## src/rtl/matmul_pkg.sv

```systemverilog
// Shared widths, FSM state encoding and result payload for the matmul feeder.
package matmul_pkg;

  localparam int unsigned LANE_W = 8;
  localparam int unsigned LANES  = 5;
  localparam int unsigned ROW_W  = LANE_W * LANES;
  localparam int unsigned SUM_W  = 16;
  localparam int unsigned RES_W  = SUM_W * LANES;

  typedef logic [ROW_W-1:0] row_t;
  typedef logic [RES_W-1:0] res_t;

  typedef enum logic [2:0] {
    FILL,
    START,
    SEND_W,
    SEND_I,
    WAIT,
    RESP
  } feeder_state_t;

  // Result returned to the host: multiplier sums plus status flags.
  typedef struct packed {
    res_t data;
    logic ov;
    logic timeout;
  } resp_t;

endpackage

```

## src/rtl/matmul_job_buf.sv

```systemverilog
// Job word store: single write port, single registered read port, cleared on reset.
module matmul_job_buf
  import matmul_pkg::*;
#(
  parameter int unsigned DEPTH = 15,
  parameter int unsigned AW    = 4
) (
  input  logic          CLK,
  input  logic          RSTN,
  input  logic          wr_en,
  input  logic [AW-1:0] wr_addr,
  input  row_t          wr_data,
  input  logic          rd_en,
  input  logic [AW-1:0] rd_addr,
  output row_t          rd_data
);

  row_t mem [DEPTH];

  // Read data is zeroed when no read is requested so idle rows stay clean.
  always_ff @(posedge CLK or negedge RSTN) begin
    if (!RSTN) begin
      for (int i = 0; i < int'(DEPTH); i++) begin
        mem[i] <= '0;
      end
      rd_data <= '0;
    end else begin
      if (wr_en) begin
        mem[wr_addr] <= wr_data;
      end
      if (rd_en) begin
        rd_data <= mem[rd_addr];
      end else begin
        rd_data <= '0;
      end
    end
  end

endmodule

```

## src/rtl/matmul_feeder.sv

```systemverilog
// Buffers one weight+input job from the host, streams it into the systolic
// multiplier back-to-back, then returns the captured result or a timeout.
module matmul_feeder
  import matmul_pkg::*;
#(
  parameter int unsigned N       = 5,
  parameter int unsigned T       = 10,
  parameter int unsigned TIMEOUT = 64
) (
  input  logic             CLK,
  input  logic             RSTN,
  input  logic             s_valid,
  output logic             s_ready,
  input  logic [ROW_W-1:0] s_data,
  output logic             start_o,
  output logic [ROW_W-1:0] Weight_o,
  output logic [ROW_W-1:0] In_o,
  input  logic [RES_W-1:0] OUT_i,
  input  logic             VAL_i,
  input  logic             OV_i,
  output logic             r_valid,
  input  logic             r_ready,
  output logic [RES_W-1:0] r_data,
  output logic             r_ov,
  output logic             r_timeout,
  output logic             busy_o
);

  localparam int unsigned DEPTH = N + T;
  localparam int unsigned CW    = $clog2(DEPTH + 1);
  localparam int unsigned AW    = (DEPTH > 1) ? $clog2(DEPTH) : 1;
  localparam int unsigned TW    = (TIMEOUT > 1) ? $clog2(TIMEOUT) : 1;

  localparam logic [CW-1:0] LAST_WR = CW'(DEPTH - 1);
  localparam logic [CW-1:0] LAST_W  = CW'(N);
  localparam logic [CW-1:0] LAST_I  = CW'(DEPTH);
  localparam logic [TW-1:0] T_LAST  = TW'(TIMEOUT - 1);

  feeder_state_t state_q, state_d;
  logic [CW-1:0] cnt_q, cnt_d;
  logic [CW-1:0] seq_q, seq_d;
  logic [TW-1:0] tcnt_q, tcnt_d;
  resp_t         resp_q, resp_d;

  logic          wr_en_c;
  logic [AW-1:0] wr_addr_c;
  logic [CW:0]   rd_idx_c;
  logic          rd_en_c;
  logic [AW-1:0] rd_addr_c;
  row_t          rd_data;

  assign wr_en_c   = s_valid && s_ready && (state_q == FILL);
  assign wr_addr_c = AW'(cnt_q);

  // Fetch runs one word ahead of the output register: word k is addressed
  // two cycles before it appears on Weight_o/In_o.
  always_comb begin
    rd_idx_c = '0;
    if (state_q != FILL) begin
      rd_idx_c = (CW+1)'(seq_q) + (CW+1)'(1);
    end
    rd_en_c   = (state_q != WAIT) && (state_q != RESP) && (rd_idx_c < (CW+1)'(DEPTH));
    rd_addr_c = AW'(rd_idx_c);
  end

  matmul_job_buf #(
    .DEPTH (DEPTH),
    .AW    (AW)
  ) u_job_buf (
    .CLK     (CLK),
    .RSTN    (RSTN),
    .wr_en   (wr_en_c),
    .wr_addr (wr_addr_c),
    .wr_data (s_data),
    .rd_en   (rd_en_c),
    .rd_addr (rd_addr_c),
    .rd_data (rd_data)
  );

  // Next-state and next-register values.
  always_comb begin
    state_d = state_q;
    cnt_d   = cnt_q;
    seq_d   = '0;
    tcnt_d  = '0;
    resp_d  = resp_q;
    case (state_q)
      FILL: begin
        if (wr_en_c) begin
          cnt_d = cnt_q + CW'(1);
          if (cnt_q == LAST_WR) begin
            state_d = START;
          end
        end
      end
      START: begin
        seq_d   = seq_q + CW'(1);
        state_d = SEND_W;
      end
      SEND_W: begin
        seq_d = seq_q + CW'(1);
        if (seq_q == LAST_W) begin
          state_d = SEND_I;
        end
      end
      SEND_I: begin
        seq_d = seq_q + CW'(1);
        if (seq_q == LAST_I) begin
          seq_d   = '0;
          state_d = WAIT;
        end
      end
      WAIT: begin
        tcnt_d = (tcnt_q == T_LAST) ? tcnt_q : tcnt_q + TW'(1);
        if (VAL_i) begin
          resp_d  = '{data: OUT_i, ov: OV_i, timeout: 1'b0};
          state_d = RESP;
        end else if (tcnt_q == T_LAST) begin
          resp_d  = '{data: '0, ov: 1'b0, timeout: 1'b1};
          state_d = RESP;
        end
      end
      RESP: begin
        if (r_ready) begin
          cnt_d   = '0;
          state_d = FILL;
        end
      end
      default: begin
        state_d = FILL;
        cnt_d   = '0;
      end
    endcase
  end

  // State register and outputs registered from the next state.
  always_ff @(posedge CLK or negedge RSTN) begin
    if (!RSTN) begin
      state_q  <= FILL;
      cnt_q    <= '0;
      seq_q    <= '0;
      tcnt_q   <= '0;
      resp_q   <= '0;
      s_ready  <= 1'b1;
      start_o  <= 1'b0;
      Weight_o <= '0;
      In_o     <= '0;
      r_valid  <= 1'b0;
      busy_o   <= 1'b0;
    end else begin
      state_q  <= state_d;
      cnt_q    <= cnt_d;
      seq_q    <= seq_d;
      tcnt_q   <= tcnt_d;
      resp_q   <= resp_d;
      s_ready  <= (state_d == FILL);
      start_o  <= (state_d == START);
      Weight_o <= (state_d == SEND_W) ? rd_data : '0;
      In_o     <= (state_d == SEND_I) ? rd_data : '0;
      r_valid  <= (state_d == RESP);
      busy_o   <= !((state_d == FILL) && (cnt_d == '0));
    end
  end

  assign r_data    = resp_q.data;
  assign r_ov      = resp_q.ov;
  assign r_timeout = resp_q.timeout;

endmodule

```

## config.mk

```make
export PLATFORM = sky130hd
export DESIGN_NAME = matmul_feeder
export DESIGN_NICKNAME = d
export VERILOG_FILES = /design/src/rtl/matmul_pkg.sv /design/src/rtl/matmul_job_buf.sv /design/src/rtl/matmul_feeder.sv
export SDC_FILE = /design/constraint.sdc
export NUM_CORES = 1
export LEC_CHECK = 0
export BUFFER_PORTS_ARGS = -buffer_cell sky130_fd_sc_hd__buf_2
export CORE_AREA = 10 10 284 286
export DETAILED_ROUTE_END_ITERATION = 7
export DIE_AREA = 0 0 294 296
export GPL_TIMING_DRIVEN = 0
export PLACE_DENSITY = 0.72
export SYNTH_ARGS = -nofsm -noshare
export SYNTH_HDL_FRONTEND = slang
export SYNTH_SLANG_ARGS = --single-unit
export TNS_END_PERCENT = 30
```

## constraint.sdc

```tcl
create_clock -name CLK -period 3.8 [get_ports CLK]
set_input_delay 0.76 -clock CLK [delete_from_list [all_inputs] [get_ports CLK]]
set_output_delay 0.76 -clock CLK [all_outputs]
set_load 0.01 [all_outputs]
```

# Word-level counts from Yosys, hierarchy flattened
# Index checks and enable logic that the tools add are counted.
# totals
wordCells,97
reg_bits,823
# classes
eq_ne,16
magnitude_cmp,4
bitwise_logic,2
n_addsub,4
reduce_logical,15
mux,27
# op_table
cell,count
$bwmux W600,1
$mux W40,6
$mux W82,2
$bmux W40 S4,1
$demux W40 S4,1
$mux W3,7
$pmux W3 S6,1
$eq A3 B2 Y1 const B,4
$mux W4,3
$mux W6,2
$pmux W4 S3,1
$ge A5 B5 Y1 const B,2
$not A4 Y5,2
$eq A3 B3 Y1 const B,3
$add A4 B1 Y4 const B,2
$eq A4 B4 Y1 const B,2
$pmux W4 S2,1
$add A6 B1 Y6 const B,1
$eq A3 B1 Y1 const B,2
$eq A6 B6 Y1 const B,1
$logic_and A1 B1 Y1,6
$logic_not A3 Y1,2
$ne A3 B3 Y1 const B,2
$add A4 B1 Y5 const B,1
other kinds (12),12

# Logic depth before layout (Yosys ltp)
# Gate-level depths: netlist (run 1).
# logic_depth
ltp_word,7
ltp_mapped,10

# Modules after synthesis
# Synthesis (run 1) repeated with hierarchy kept, for this count alone.
# unflattened
cells_unflattened,2525
hier_area_um2,35024.8
# modules_own_cells
mod,area_per_inst_um2,seq_area_each_um2,cells_per_inst,instances
matmul_job_buf,28304.6,16015.4,2011,1
matmul_feeder,6720.2,4580.6,514,1

# Least setup slack after synthesis (run 1)
# OpenSTA, ideal clock, no wires.
# synth_timing
path_kind,flip-flop to flip-flop
from,reg seq_q[0]
to,reg u_job_buf.rd_data[18]
arrival_time_ps,2087
setup_ps,138
path_slack_ps,1575
path_buffers,4
path_stages_with_launch,9
path_cell_list,dfrtp_1 > ha_1 > buf_2 > clkbuf_1 > buf_1 > clkbuf_1 > nand3_1 > o2111ai_1 > o211ai_1
# synth_via
elab_chain_len,7
word_cells_on_any_way,9
# synth_rtl
element,line_no,source
from (decl),matmul_feeder.sv:41,"logic [CW-1:0] seq_q, seq_d;"
from (signal assigned),matmul_feeder.sv:153,seq_q <= seq_d;
$add A4 B1 Y5 (*),matmul_feeder.sv:60,rd_idx_c = (CW+1)'(seq_q) + (CW+1)'(1);
$mux W5 (*),matmul_feeder.sv:59,if (state_q != FILL) begin
$not A4 Y5 (implied by the code),matmul_job_buf.sv:32,rd_data <= mem[rd_addr];
$bmux W40 S4,matmul_job_buf.sv:32,
$mux W40 (implied by the code) (2 in a row),matmul_job_buf.sv:32,
$mux W40 (*),matmul_job_buf.sv:31,if (rd_en) begin
to (signal assigned),matmul_job_buf.sv:32,
to (decl),matmul_job_buf.sv:15,output row_t rd_data
# Every way passes the cells marked *; elsewhere a longest branch is shown, timed or not. The select of a mux whose other input is x is not followed.
# A chain may end at the register's enable or synchronous reset.

# Worst setup path after layout (run 1)
# layout_timing
from,reg seq_q[0]
to,reg u_job_buf.rd_data[27]
# The elaborated chain is that of the path after synthesis.

==> metrics, run 1 <==
outcome complete, but fails checks; failing checks negative setup slack; synth top area cells dfrtp_1 55%, mux2_2 17%, mux2i_1 2.2%; CTS Sinks roughly 800; critical path startpoint category register; clk slew on worst S/H paths around 0.06 ns; mean post-synth cell area around 13 sq um; Adder-Cell Fraction of Synth Area 0.002355; number of I/O port buffers 291; Final min period 3.913 ns; Nets 3478; largest buffer count on any clock path 3; CP endpoint kind register; FMAX roughly 0.26 GHz; hold_ws approximately 0.17 ns; commonest non-fill, non-tap cell in the layout dfrtp_1; Clk Latency, worst-skew pair between 0.6 and 0.7 ns; mapped cell area roughly 37000 sq um; Top FF cell, synth dfrtp_1; cell area after layout 43290 sq um; Synth top area share 0.5531; mux contribution to synthesized area 0.2093; DRC Markers 0; Slew @ Worst Pin approximately 1.2 ns; die height around 300 microns; crit-path cells ha_1 -> buf_2 -> nor3_4 -> clkbuf_1 -> a222oi_1 -> nand2b_1 -> o211ai_1; first-pass GRT wire length 178200 microns; post-route clock period utilization 1.030; iteration-0 DRC count of the detailed router 3216; largest net degree at the start of global routing between 100 and 150; complex-gate fraction of the synthesized area 0.1086; GRT Util Overall 0.2762; dpl hpwl about 80000 microns; vias in the first global route 27.06k; largest family of logic cells by synthesized area multiplexers; core box area 75190 sq um; power per cell area between 700 and 800 nW/um^2; Setup CP Type register to register; final hold vios 0; leading area contributor after synthesis dfrtp_1; initial antenna violation count 9; sequential cell area 20600 sq um; Peak VDD IR between 0.0005 and 0.0006 V; Detailed Route WL 123400 microns; Max-slew headroom 0.2229; row count around 100; # setup viols final 12; Finished Layout Cells about 4.4k; Cells after Synth around 2.9k; Final TNS setup -0.7034 ns; Worst Path Max Fanout 10; Die X-Extent 294 microns; DIE AREA between 80000 and 90000 sq um; Initial DRT Pass Iterations 8; Max-Cap Viols 0; Post-synth EDFFs 0; synth unique cells 65; I/O pin count slightly below 300; fill cell count 6106; share of layout cells above drive strength 1 0.3467; most frequent cells in the layout 822 x dfrtp_1, 561 x mux2_2, 358 x buf_2, 172 x clkbuf_1, 127 x o21ai_0; area of the multi-input gates 15180 sq um; CP required roughly 4.3 ns; post-synthesis xor/xnor area fraction 0.001615; htree depth 3; crit path max-delay cell type clkbuf_1; TritonCTS clock tree done; async set or reset register ratio after synthesis 1.000; arrival time at the worst endpoint between 4 and 5 ns; dpl cell area between 40000 and 50000 sq um; total power 33.56 mW; total congestion overflow 0; Seq/Total Area, Yosys 0.5538; Routed Antenna Nets 0; routability cong. 0.9461; P_leak 20.55 nW; Placed Cells incl. Taps between 4k and 5k; Simple-Gate Fraction of Synth Area 0.08575; Hold Path Class input port to async pin; CTS Buf Count 89; PnR worst setup slack -0.1135 ns; FF+latch count, synth 823; Pins Over Slew Limit 0; hold-fix buffers at CTS 0; CP peak stage delay about 0.80 ns; RSZ-0062 raised after global routing yes; Root Driver clkbuf_16; drt wl/cell between 20 and 30 microns; Clock Skew 0.06613 ns; Ys Warns 0; vias per cell between 6 and 7; Area growth syn-to-layout 16.41%; syn nets between 3k and 4k; Starting Density 0.4946; detailed-route via count about 27k
## worst max-delay path: cells and delay by family (launching register included)
kind,cells,cell delay [ns]
DFF,1,0.54
buffers and inverters,2,1.08
and+or+nand+nor,2,1.01
AOI/OAI and AO/OA,2,0.56
adders and majority gates,1,0.54
## flip-flops by register name (all words and copies together) (netlist names), 3 cells and up
register / count
u_job_buf.rd_data: 40
state_q: 3
seq_q: 4
Weight_o: 40
r_data: 80
cnt_q: 4
u_job_buf.mem: 600
tcnt_q: 6
In_o: 40
## metal layers
metal / vias up / GRT usage / part of all wire
met5: - / 0.002833 / 0.00059
met2: 1595 / 0.4189 / 0.44
li1: 11550 / - / -
met3: 344 / 0.07932 / 0.11
met4: 8 / 0.1502 / 0.057
met1: 13930 / 0.3544 / 0.39
## final timing paths
| kind | start | end | slack (ns) | depth (start not counted) |
|---|---|---|---|---|
| max | seq_q[0] | u_job_buf.rd_data[27] | -0.11 | 7 |
| min | RSTN | Weight_o[4] | 0.17 | 1 |
| max reg2reg | seq_q[0] | u_job_buf.rd_data[27] | -0.11 | 7 |
| min reg2reg | u_job_buf.rd_data[34] | Weight_o[34] | 0.46 | 1 |
| max in group asynchronous | RSTN | u_job_buf.mem[594] | 1.24 | 5 |
| min in group CLK | OUT_i[30] | r_data[30] | 0.32 | 2 |
## where the power goes
part | total (mW) | switching (mW) | internal, mW
clock network | 9.05 | 3.73 | 5.31
registers | 12.4 | 1.23 | 11.2
logic | 12.1 | 7.85 | 4.26
## final cells by class
cell class	count	area share
inverter	10	0.0008670
clock buffer	130	0.06147
clock inverter	31	0.01032
timing repair buffer	306	0.04006
antenna	3	0.0001734
sequential	823	0.4757
tap	978	0.02826
buffer	282	0.03248
multi-input combinational	1833	0.3506
## synth_stat cells (2+ instances only)
cell	count
dfrtp_1	822
mux2_2	561
clkbuf_1	164
o21ai_0	127
and2_1	120
nand2b_1	110
nor2_1	100
nand2_1	93
nand3_1	89
mux2i_1	82
a22o_1	81
a211oi_1	76
buf_2	67
nor3_1	43
o211ai_1	42
mux2_4	40
o2111ai_1	38
a2111oi_0	37
a222oi_1	37
a22oi_1	37
o31ai_1	37
buf_6	30
buf_1	16
a21oi_1	9
inv_1	9
ha_1	7
nand3_4	7
nor4_1	5
or2b_1	5
buf_4	4
nand3b_1	4
and3_1	3
nor2b_1	3
or3_1	3
xnor2_1	3
a311oi_1	2
a31oi_1	2
mux4_2	2
nand4_1	2
nor3_2	2
or4_1	2
xor2_1	2
## timing repair
| item | 4_1_cts | 5_1_grt |
|---|---|---|
| endpoints found under the hold margin | 0 | 0 |
| pin swaps | 1 | 1 |
| resized for setup | 4 | 8 |
| buffers inserted | 3 | 3 |
| gates cloned | 0 | 0 |
| endpoints found under the setup margin | 30 | 34 |
## stage by stage
step	setup slack [ns]	util
CTS	0.05770	0.5753
floorplan	1.575	-
global route	-0.01496	0.5757
detailed placement	-0.4864	0.5336
global placement	-15.74	0.5303
finish	-0.1135	0.5758
## logic make-up (layout without fill, tap and decap cells)
family | count (synthesis) | count (layout)
fa+ha+maj | 7 | 7
xor+xnor | 6 | 6
simple gates | 595 | 595
other cells | 0 | 3
buf+inv | 292 | 759
mux | 685 | 685
compound gates | 540 | 540
flops | 823 | 823
Note: power is estimated with default switching activity, not from simulation.
==> run 2: changes to the inputs <==
--- a/config.mk
+++ b/config.mk
@@ -6,11 +6,13 @@
 export NUM_CORES = 1
 export LEC_CHECK = 0
 export BUFFER_PORTS_ARGS = -buffer_cell sky130_fd_sc_hd__buf_2
-export CORE_AREA = 10 10 284 286
+export CELL_PAD_IN_SITES_DETAIL_PLACEMENT = 1
+export CELL_PAD_IN_SITES_GLOBAL_PLACEMENT = 2
+export CORE_AREA = 10 10 299 301
 export DETAILED_ROUTE_END_ITERATION = 7
-export DIE_AREA = 0 0 294 296
+export DIE_AREA = 0 0 309 311
 export GPL_TIMING_DRIVEN = 0
-export PLACE_DENSITY = 0.72
+export PLACE_DENSITY = 0.88
 export SYNTH_ARGS = -nofsm -noshare
 export SYNTH_HDL_FRONTEND = slang
 export SYNTH_SLANG_ARGS = --single-unit
==> run 2 against run 1 <==
Net effect: the run still ends with negative setup slack left; clock skew fell by 0.045 ns; count of clock-buffer cells in the layout rose by 1; register-to-register slack barely moved; critical path depth did not move; global-route usage rose by 0.93 points; setup slack got worse by 0.0011 ns; routed wire length rose by 14%; core utilization fell by 5.4 points; sequential power barely moved; largest cell class unchanged; largest power group unchanged; highest routed layer unchanged.
==> metrics, run 2 (synthesis results as in run 1) <==
total congestion overflow 0; delay-heaviest family, CP buffers and inverters; Clk pwr share 0.273; die height around 310 microns; iteration-0 DRC count of the detailed router 2901; GRT Util Overall 0.2855; Max-Cap Viols 0; detailed-route via count around 28k; Clk Latency, worst-skew pair 0.67 ns; Area growth syn-to-layout 16.80%; Reg2Reg Depth 7; drt wl/cell between 30 and 40 microns; initial antenna violation count 12; dpl hpwl 95940 microns; crit-path cells ha_1 -> buf_2 -> buf_1 -> clkbuf_1 -> o21ai_0 -> a22oi_1 -> o211ai_1; CP peak stage delay 0.74 ns; Starting Density 0.4465; routability cong. between 0.9 and 1; P_leak 20.56 nW; Detailed Route WL ~140000 microns; Reg2Reg Setup Slack -0.11 ns; Internal Power between 20 and 25 mW; number of I/O port buffers between 200 and 300; Clock Skew 0.02123 ns; # setup viols final 2; Max-slew headroom 0.2919; DIE AREA roughly 96000 sq um; CP endpoint kind register; vias in the first global route about 30k; row count between 100 and 150; Nets 3473; commonest non-fill, non-tap cell in the layout dfrtp_1; Setup CP Type register to register; I/O pin count around 290; Routed Antenna Nets 0; failing checks negative setup slack; largest buffer count on any clock path 3; htree depth 3; Final min period 3.915 ns; final hold vios 0; combinational share of power 0.360; vias per cell ~6.2; share of layout cells above drive strength 1 0.3474; Peak VDD IR 0.0004268 V; CP required 4.26 ns; CTS Sinks between 800 and 900; Slew @ Worst Pin approximately 1.1 ns; outcome complete, but fails checks; arrival time at the worst endpoint 4.37 ns; CTS Buf Count just over 90; NetSw 13.30 mW; most frequent cells in the layout 822 x dfrtp_1, 561 x mux2_2, 357 x buf_2, 166 x clkbuf_1, 127 x o21ai_0; Hold Path Class input port to async pin; PnR worst setup slack -0.1146 ns; Root Driver clkbuf_16; Finished Core Util 0.5215; Switching Share 0.3887; Initial DRT Pass Iterations 8; Pins Over Slew Limit 0; TritonCTS clock tree done; first-pass GRT wire length 205200 microns; area of the multi-input gates approximately 15000 sq um; RSZ-0062 raised after global routing yes; total power roughly 34 mW; Die X-Extent 309 microns; DRC Markers 0; Worst Path Buf+Inv 3; FMAX approximately 0.26 GHz; post-route clock period utilization 1.030; fill cell count roughly 8.6k; critical path startpoint category register; worst r2r src seq_q[0]; largest net degree at the start of global routing around 130; Reg power frac 0.367; sequential cell area roughly 20000 sq um; Worst Path Max Fanout 10; crit path max-delay cell type buf_1; Largest Register u_job_buf.mem; worst reg2reg path endpoint u_job_buf.rd_data[12]; max reg flops 600; core box area 83290 sq um; power per cell area around 790 nW/um^2; crit path from seq_q[0]; clk slew on worst S/H paths 0.06 ns
## run 2: area by class of cell
cell class	count	area share
inverters	10	0.0008641
well taps	1080	0.03111
repair buffers	300	0.03883
clock buffers	131	0.06187
clock inverters	36	0.01143
plain buffers	281	0.03258
diodes	1	0.00005761
multi-input cells	1833	0.3491
flip-flops and latches	823	0.4741
## run 2: per-layer routing
metal / vias up / share of wire / GRT usage
li1: 11560 / - / -
met1: 14650 / 0.39 / 0.3515
met2: 1401 / 0.46 / 0.4552
met3: 443 / 0.094 / 0.07544
met4: 8 / 0.059 / 0.1497
met5: - / 0.00038 / 0
## run 2: power by group through the flow
| stage | Sequential (mW) | Clock (mW) | Combinational [mW] |
|---|---|---|---|
| after floorplan | 12.3 | 0 | 6.82 |
| after detailed placement | 12.6 | 0 | 12.0 |
| final | 12.5 | 9.34 | 12.3 |
| after global routing | 12.8 | 9.88 | 12.9 |
| after global placement | 12.4 | 0 | 11.5 |
| after CTS | 12.5 | 9.44 | 12.1 |
## run 2: per-stage QoR
stage          instance area, sq um  TNS (ns)  instances  worst slack (ns)  hold slack (ns)
6_report                      43440   -0.1684       4495           -0.1146           0.1130
2_1_floorplan                 37190         0       2948             1.575           0.4442
4_1_cts                       43430         0       4495           0.02430           0.1523
3_3_place_gp                  40000         -       4319            -14.60           0.4492
3_5_place_dp                  40200    -8.784       4326           -0.4471           0.4569
5_1_grt                       43440  -0.06548       4494          -0.05117           0.1862
## run 2: worst max-delay path by stage
stage	to	slack (ns)	cells after the start
2_1_floorplan	u_job_buf.rd_data[18]	1.58	8
3_3_place_gp	start_o	-14.60	1
3_5_place_dp	u_job_buf.rd_data[26]	-0.45	8
4_1_cts	u_job_buf.rd_data[13]	0.02	8
5_1_grt	u_job_buf.rd_data[12]	-0.05	7
6_report	u_job_buf.rd_data[12]	-0.11	7
## run 2: timing repair
item	4_1_cts	5_1_grt
gates resized for setup	6	19
pin swaps	1	0
hold endpoints to repair	0	0
endpoints found under the setup margin	39	15
buffers inserted	2	0
hold buffers	0	0
## run 2: worst reg2reg max path, stage by stage, from the launching register on
cell and delay, ns:
dfrtp_1 0.53, ha_1 0.68, buf_2 0.35, buf_1 0.74, clkbuf_1 0.65, o21ai_0 0.22, a22oi_1 0.30, o211ai_1 0.25
